[src/rtl/key_schedule_controller.sv]
`timescale 1ns/1ps
// ---------------------------------------------------------------------------
// key_schedule_rk_file
//   Round-key storage: NUM_ROUNDS+1 entries of KEY_W bits.
//   Ports:
//     clk, reset          clock, async active-high reset (clears every entry)
//     wr_en/wr_idx/wr_data single write port, index 0..NUM_ROUNDS
//     rd_addr/rd_data      combinational read; addresses above NUM_ROUNDS read 0
// ---------------------------------------------------------------------------
module key_schedule_rk_file #(
  parameter int NUM_ROUNDS = 10,
  parameter int KEY_W      = 128,
  parameter int ADDR_W     = 4,
  parameter int IDX_W      = 4
) (
  input  logic              clk,
  input  logic              reset,
  input  logic              wr_en,
  input  logic [IDX_W-1:0]  wr_idx,
  input  logic [KEY_W-1:0]  wr_data,
  input  logic [ADDR_W-1:0] rd_addr,
  output logic [KEY_W-1:0]  rd_data
);

  logic [KEY_W-1:0] rk_q [0:NUM_ROUNDS];
  logic [KEY_W-1:0] rk_d [0:NUM_ROUNDS];

  always_comb begin
    for (int i = 0; i <= NUM_ROUNDS; i++) begin
      rk_d[i] = rk_q[i];
      if (wr_en && (wr_idx == IDX_W'(i))) begin
        rk_d[i] = wr_data;
      end
    end
  end

  always_ff @(posedge clk or posedge reset) begin
    if (reset) begin
      for (int i = 0; i <= NUM_ROUNDS; i++) begin
        rk_q[i] <= '0;
      end
    end else begin
      for (int i = 0; i <= NUM_ROUNDS; i++) begin
        rk_q[i] <= rk_d[i];
      end
    end
  end

  // Address decode rather than a direct index so out-of-range reads give 0
  // instead of an undefined array element.
  always_comb begin
    rd_data = '0;
    for (int i = 0; i <= NUM_ROUNDS; i++) begin
      if (rd_addr == ADDR_W'(i)) begin
        rd_data = rk_q[i];
      end
    end
  end

endmodule

// ---------------------------------------------------------------------------
// key_schedule_controller
//   Drives an external one-round AES-128 key-expansion unit through all
//   rounds and stores the cipher key plus every round key.
//   Ports:
//     clk, reset           clock, async active-high reset (aborts a run)
//     start, cipher_key    expansion request; key sampled on the accepting edge
//     busy, done           busy while not IDLE; done pulses one cycle at end
//     keys_valid           stored schedule is complete
//     exp_enable           one-cycle enable to expansion unit (ISSUE)
//     exp_key_num          round number 1..NUM_ROUNDS (Rcon select)
//     exp_key_in           previous round key to expansion unit
//     exp_key_out          unit result, valid the cycle after exp_enable
//     rk_rd_addr/rk_rd_data random-access round-key read
//   Requires 2**ADDR_W > NUM_ROUNDS and NUM_ROUNDS < 16.
//
//   state | meaning
//   IDLE  | waiting for start; schedule (if any) held in storage
//   ISSUE | exp_enable high, unit sees round number and previous key
//   WAIT  | unit result registered; captured into rk[round] on exit
//   DONE  | one-cycle done pulse; keys_valid set on exit
// ---------------------------------------------------------------------------
module key_schedule_controller #(
  parameter int NUM_ROUNDS = 10,
  parameter int KEY_W      = 128,
  parameter int ADDR_W     = 4
) (
  input  logic              clk,
  input  logic              reset,
  input  logic              start,
  input  logic [KEY_W-1:0]  cipher_key,
  output logic              busy,
  output logic              done,
  output logic              keys_valid,
  output logic              exp_enable,
  output logic [3:0]        exp_key_num,
  output logic [KEY_W-1:0]  exp_key_in,
  input  logic [KEY_W-1:0]  exp_key_out,
  input  logic [ADDR_W-1:0] rk_rd_addr,
  output logic [KEY_W-1:0]  rk_rd_data
);

  localparam int RND_W = 4;
  localparam logic [RND_W-1:0] LAST_ROUND = RND_W'(NUM_ROUNDS);

  typedef enum logic [1:0] {
    S_IDLE  = 2'd0,
    S_ISSUE = 2'd1,
    S_WAIT  = 2'd2,
    S_DONE  = 2'd3
  } state_t;

  state_t             state_q, state_d;
  logic [RND_W-1:0]   round_q, round_d;
  logic [KEY_W-1:0]   cur_key_q, cur_key_d;
  logic               keys_valid_q, keys_valid_d;

  logic               rk_we;
  logic [RND_W-1:0]   rk_wr_idx;
  logic [KEY_W-1:0]   rk_wr_data;

  // State register and datapath registers
  always_ff @(posedge clk or posedge reset) begin
    if (reset) begin
      state_q      <= S_IDLE;
      round_q      <= '0;
      cur_key_q    <= '0;
      keys_valid_q <= 1'b0;
    end else begin
      state_q      <= state_d;
      round_q      <= round_d;
      cur_key_q    <= cur_key_d;
      keys_valid_q <= keys_valid_d;
    end
  end

  // Next-state logic
  always_comb begin
    state_d = state_q;
    case (state_q)
      S_IDLE:  if (start) state_d = S_ISSUE;
      S_ISSUE: state_d = S_WAIT;
      S_WAIT:  state_d = (round_q == LAST_ROUND) ? S_DONE : S_ISSUE;
      S_DONE:  state_d = S_IDLE;
      default: state_d = S_IDLE;
    endcase
  end

  // Datapath next values and round-key writes
  always_comb begin
    round_d      = round_q;
    cur_key_d    = cur_key_q;
    keys_valid_d = keys_valid_q;
    rk_we        = 1'b0;
    rk_wr_idx    = round_q;
    rk_wr_data   = exp_key_out;
    case (state_q)
      S_IDLE: begin
        if (start) begin
          rk_we        = 1'b1;
          rk_wr_idx    = '0;
          rk_wr_data   = cipher_key;
          cur_key_d    = cipher_key;
          round_d      = RND_W'(1);
          keys_valid_d = 1'b0;
        end
      end
      S_WAIT: begin
        rk_we     = 1'b1;
        cur_key_d = exp_key_out;
        // Counter stops at the last round so it can never wrap.
        if (round_q != LAST_ROUND) begin
          round_d = round_q + RND_W'(1);
        end
      end
      S_DONE: begin
        keys_valid_d = 1'b1;
      end
      default: ;
    endcase
  end

  // Outputs decoded from registers only; start has no path to any output.
  // Round number and previous key are presented through ISSUE and held in
  // WAIT so the unit may sample them late in the round.
  always_comb begin
    busy        = (state_q != S_IDLE);
    done        = (state_q == S_DONE);
    exp_enable  = (state_q == S_ISSUE);
    keys_valid  = keys_valid_q;
    exp_key_num = '0;
    exp_key_in  = '0;
    if ((state_q == S_ISSUE) || (state_q == S_WAIT)) begin
      exp_key_num = round_q;
      exp_key_in  = cur_key_q;
    end
  end

  key_schedule_rk_file #(
    .NUM_ROUNDS (NUM_ROUNDS),
    .KEY_W      (KEY_W),
    .ADDR_W     (ADDR_W),
    .IDX_W      (RND_W)
  ) u_rk_file (
    .clk     (clk),
    .reset   (reset),
    .wr_en   (rk_we),
    .wr_idx  (rk_wr_idx),
    .wr_data (rk_wr_data),
    .rd_addr (rk_rd_addr),
    .rd_data (rk_rd_data)
  );

endmodule

[config.mk]
export PLATFORM = sky130hd
export DESIGN_NAME = key_schedule_controller
export DESIGN_NICKNAME = d
export VERILOG_FILES = /design/src/rtl/key_schedule_controller.sv
export SDC_FILE = /design/constraint.sdc
export NUM_CORES = 2
export LEC_CHECK = 0
export CAP_MARGIN = 20
export CORE_AREA = 2 2 402 404
export DETAILED_ROUTE_END_ITERATION = 6
export DIE_AREA = 0 0 404 406
export HOLD_SLACK_MARGIN = 0.1
export PLACE_DENSITY = 0.63
export SYNTH_ARGS = -nofsm -noshare
export SYNTH_HDL_FRONTEND = slang
export SYNTH_SLANG_ARGS = --single-unit
[constraint.sdc]
create_clock -name clk -period 71.9 [get_ports clk]
set_clock_uncertainty 0.1 [all_clocks]
set_input_delay 17.975 -clock clk [delete_from_list [all_inputs] [get_ports clk]]
set_output_delay 17.975 -clock clk [all_outputs]
set_load 0.01 [all_outputs]
# After elaboration in Yosys (flattened, before gate mapping)
# Index checks and enable logic that the tools add are counted.
# totals
register_bits,1543
out_inout_bits,264
elab_cells,93
# op_classes
reduce_logical,21
add_sub_neg,1
eq_ne,27
mux,29
# op_table
op,n
128-bit two-way mux,15
128-bit case mux with 2 select lines,1
"4-bit by 3-bit equality test with 1-bit output, second input constant",8
"4-bit equality test, second input constant",7
4-bit two-way mux,5
"4-bit by 2-bit equality test with 1-bit output, second input constant",4
1-bit logical AND,11
"4-bit by 1-bit equality test with 1-bit output, second input constant",2
4-bit logical NOT,2
2-bit case mux with 4 select lines,1
4-bit case mux with 2 select lines,1
2-bit nonzero test,3
"4-bit by 1-bit adder with 4-bit output, second input constant",1
"2-bit equality test, second input constant",2
2-bit two-way mux,2
"2-bit inequality test, second input constant",2
"4-bit inequality test, second input constant",1
1-bit case mux with 2 select lines,2
2-bit AND reduction,2
3-bit AND reduction,1
"2-bit by 1-bit equality test with 1-bit output, second input constant",1
2-bit logical NOT,1
1-bit two-way mux,2
1-bit logical OR,1

# Logic depth before layout (Yosys ltp)
# depth
depth_word,12
mapped_depth,11
depth_no_buf,6

# Hierarchy
# A second synthesis with hierarchy kept.
# hier_totals
cells_unflattened,6308
area_unflattened_um2,74576.5
# modules_own_cells
mod,area_per_inst_um2,cells_each,n_inst
key_schedule_rk_file,65726.8,5409,1
key_schedule_controller,8849.7,899,1

# Worst setup path after synthesis
# Ideal clock, no wire load.
# synth_timing
path_type,input to output
start,input port rk_rd_addr[1]
end,output port rk_rd_data[0]
stages,6
required_ns,53.825
setup_slack_ns,34.481
arrival_time_ns,19.344
n_path_buf,4
path_cell_list,buf_4 > buf_4 > buf_2 > buf_2 > a22o_1 > o311ai_0
# synth_between
elab_chain_cells,12
elab_cells_between_ends,22
# synth_rtl
item,line,text
from (decl),100,"input logic [ADDR_W-1:0] rk_rd_addr,"
4-bit logical NOT,54,if (rd_addr == ADDR_W'(i)) begin
128-bit two-way mux (10 in a row),54,
128-bit two-way mux *,54,
to (decl),101,output logic [KEY_W-1:0] rk_rd_data
# Mark *: on every way between the ends. The rest lies on a longest branch, timed or not.

# Final worst setup path
# layout_timing
start,input port rk_rd_addr[2]
end,output port rk_rd_data[8]
# Same word-level chain as after synthesis.

==> results.cfg <==
[global_route]
grt_pass1_vias = 53980
grt_max_degree = 194
grt-ovfl-total = 0
grt_pass1_wl_mm = 326.3
antenna_found_initial = 2
track_usage_pct = 25.59

[yosys]
synth_edf_count = 0
synth_area_mm2 = 0.07130
async_flop_share_pct = 100.0
synth_nets = 7465
syn_area_per_cell_um2 = 9.908
ys_types = 60
synth_area_leader_cell = dfrtp_1
ys_top_cells_by_area = dfrtp_1, a21oi_1, mux2i_1
yosysTopAreaCellShare_pct = 54.16
yosysSeqAreaShare_pct = 54.16
yosys_warnings = 0
synthFlopType = dfrtp_1
ys_ff_latch = 1543
postSynthCellCount = 7196

[worst_hold_path]
hold_depth = 2
min_from = cur_key_q[62]
hold_path_end = cur_key_q[62]
hold_path.class = register to register

[route]
drt-initial-drc-count = 4138
drc = 0
drt-wirelength-per-cell_um = 22.15
drt-total-wl_mm = 211.0
routed_via_density = 5.682
ant_nets = 0
route.vias.total = 54140
drt-pass1-iter-count = 6

[placed_design]
dp_hpwl_mm = 120.6
gp_congestion = 0.7758
io_buffers = 526
dpl.cell_count = 9207

[power]
power_leakage_nw = 36.70
p_per_area_mw_per_mm2 = 36.25
peakVddDrop_uv = 36.90

[clocking]
cts_tree = yes
post_cts_resized = 0
cts_setup_buffers = 0
numCtsBuffers = 172
hold_buffers = 0
clockRootBuffer = clkbuf_16
clk_latency_ps = 800
clock_path_buffers = 3
clock_sinks = 1543
clk_pin_slew_ps = 60
h-tree-depth = 4

[worst_setup_path]
r2r_setup_slack_ps = 66910
startpoint = rk_rd_addr[2]
crit_path_end_kind = output pin
reg2reg_from = state_q[0]
crit_path_max_fanout = 59
critical_path_required_ps = 53830
worstSetupPathType = input port to output pin
r2r-end = u_rk_file.rk_q[313]
crit_arrival_ps = 23020
cp-start-kind = input port
reg2regPathDepth = 8

[sta]
fin_tns_setup_ps = 0
tightestPinTransition_ps = 1115
rsz0062_at_grt = false
hold_violations = 0
fin_crit_ps = 41090
max_freq_mhz = 24.33
setup_viol = 0
relSlewSlack_pct = 24.17
slew_violations = 0
period_share_pct = 57.15

[floorplanning]
rows = 147
io_pins = 527
fp.dieH_um = 406
core_mm2 = 0.1596
dieArea_mm2 = 0.1640
die_w_um = 404
start_util_pct = 44.66

[cells_and_area]
layout-drive-gt1-share_pct = 8.455
areaGrowthSynthToFinish_pct = 16.35
layout_common_cells = dfrtp_1, a21oi_1, nor2_1
final-seq-area_mm2 = 0.03861
final_common_cell = dfrtp_1
fillCellCount = 14490
multiInputGateArea_mm2 = 0.02928
nets = 7578
finalNonFillerCells = 9529

[status]
status = completed

[flow_run]
cap_viol_max_count = 0
-- state kept, by name, summed over array words and instances, names as in the netlist --
register,flops
keys_valid,1
state_q,2
u_rk_file.rk_q,1408
round_q,4
cur_key_q,128
-- worst max-delay path by stage --
stage,to,cells past startpoint
after CTS,rk_rd_data[8],9
after floorplan,cur_key_q[0],1
after detailed placement,rk_rd_data[8],9
final,rk_rd_data[8],9
after global placement,rk_rd_data[0],7
after global routing,rk_rd_data[8],9
-- final cells by class --
| cell class | count | area share [%] |
|---|---|---|
| Timing Repair Buffer | 681 | 8.020 |
| Inverter | 6 | 0.03620 |
| Clock buffer | 248 | 6.118 |
| Multi-Input combinational cell | 4905 | 35.30 |
| Antenna cell | 4 | 0.01207 |
| Clock inverter | 56 | 0.8175 |
| Tap cell | 2086 | 3.146 |
| Sequential cell | 1543 | 46.55 |
-- stage by stage --
| stage | worst slack, ps | area (um^2) | total power [mW] | util (%) | hold WS (ps) |
|---|---|---|---|---|---|
| 2_1_floorplan | 10290 | 71300 | 1.820 | - | 341.8 |
| 3_3_place_gp | 30870 | 76920 | 2.100 | 48.18 | 354.3 |
| 3_5_place_dp | 30860 | 77000 | 2.132 | 48.23 | 361.9 |
| 4_1_cts | 30860 | 82750 | 3.032 | 51.83 | 374.9 |
| 5_1_grt | 30640 | 82940 | 3.193 | 51.95 | 389.7 |
| 6_report | 30810 | 82950 | 3.007 | 51.96 | 369.3 |
-- synthesized netlist by cell type (3+ instances only) --
cell type,count
dfrtp_1,1543
a21oi_1,945
nor2_1,913
nand2_1,765
o21ai_0,729
mux2i_1,457
buf_2,407
clkbuf_1,238
a22o_1,134
and2_1,134
o21a_1,116
o2bb2ai_1,89
mux2_2,86
a31oi_1,76
mux4_2,75
a2bb2oi_1,72
buf_4,67
o22ai_1,57
nor2b_1,56
a221oi_1,44
o311ai_1,40
buf_1,22
o21ai_1,14
nand3_1,11
a21o_1,9
o211ai_1,8
a222oi_1,7
nand2b_1,7
ha_1,6
nand3b_1,6
or3_1,6
a22oi_1,5
buf_6,5
inv_1,5
o311ai_0,4
clkbuf_2,3
nor4b_4,3
nor4bb_1,3
-- layer usage --
layer,GRT usage (%),wire length [um],vias to the layer above
met3,3.820,11740,301
met4,6.389,4370,2
met5,0,12,-
li1,-,-,25280
met2,42.00,100700,1557
met1,35.70,94200,27000
-- cells by family after synthesis --
family / after synthesis / share of synthesized area (%)
and+or+nand+nor: 1925 / 11.18
adders and majority gates: 6 / 0.1053
buffers and inverters: 748 / 5.063
muxes: 618 / 10.14
DFF: 1543 / 54.16
AOI/OAI and AO/OA: 2356 / 19.35
-- critical path: stages --
cell and delay (ps):
buf_8 240, buf_4 740, buf_4 880, buf_4 820, nand2_4 770, o22ai_1 330
o311ai_0 410, buf_4 280, clkdlybuf4s50_1 470
-- report_power, final --
part           switching (mW)  internal (mW)  total, mW
sequential              0.128           1.12       1.25
combinational           0.477          0.384      0.861
clock                   0.365          0.530      0.894
Power figures use the tool's default switching activity.
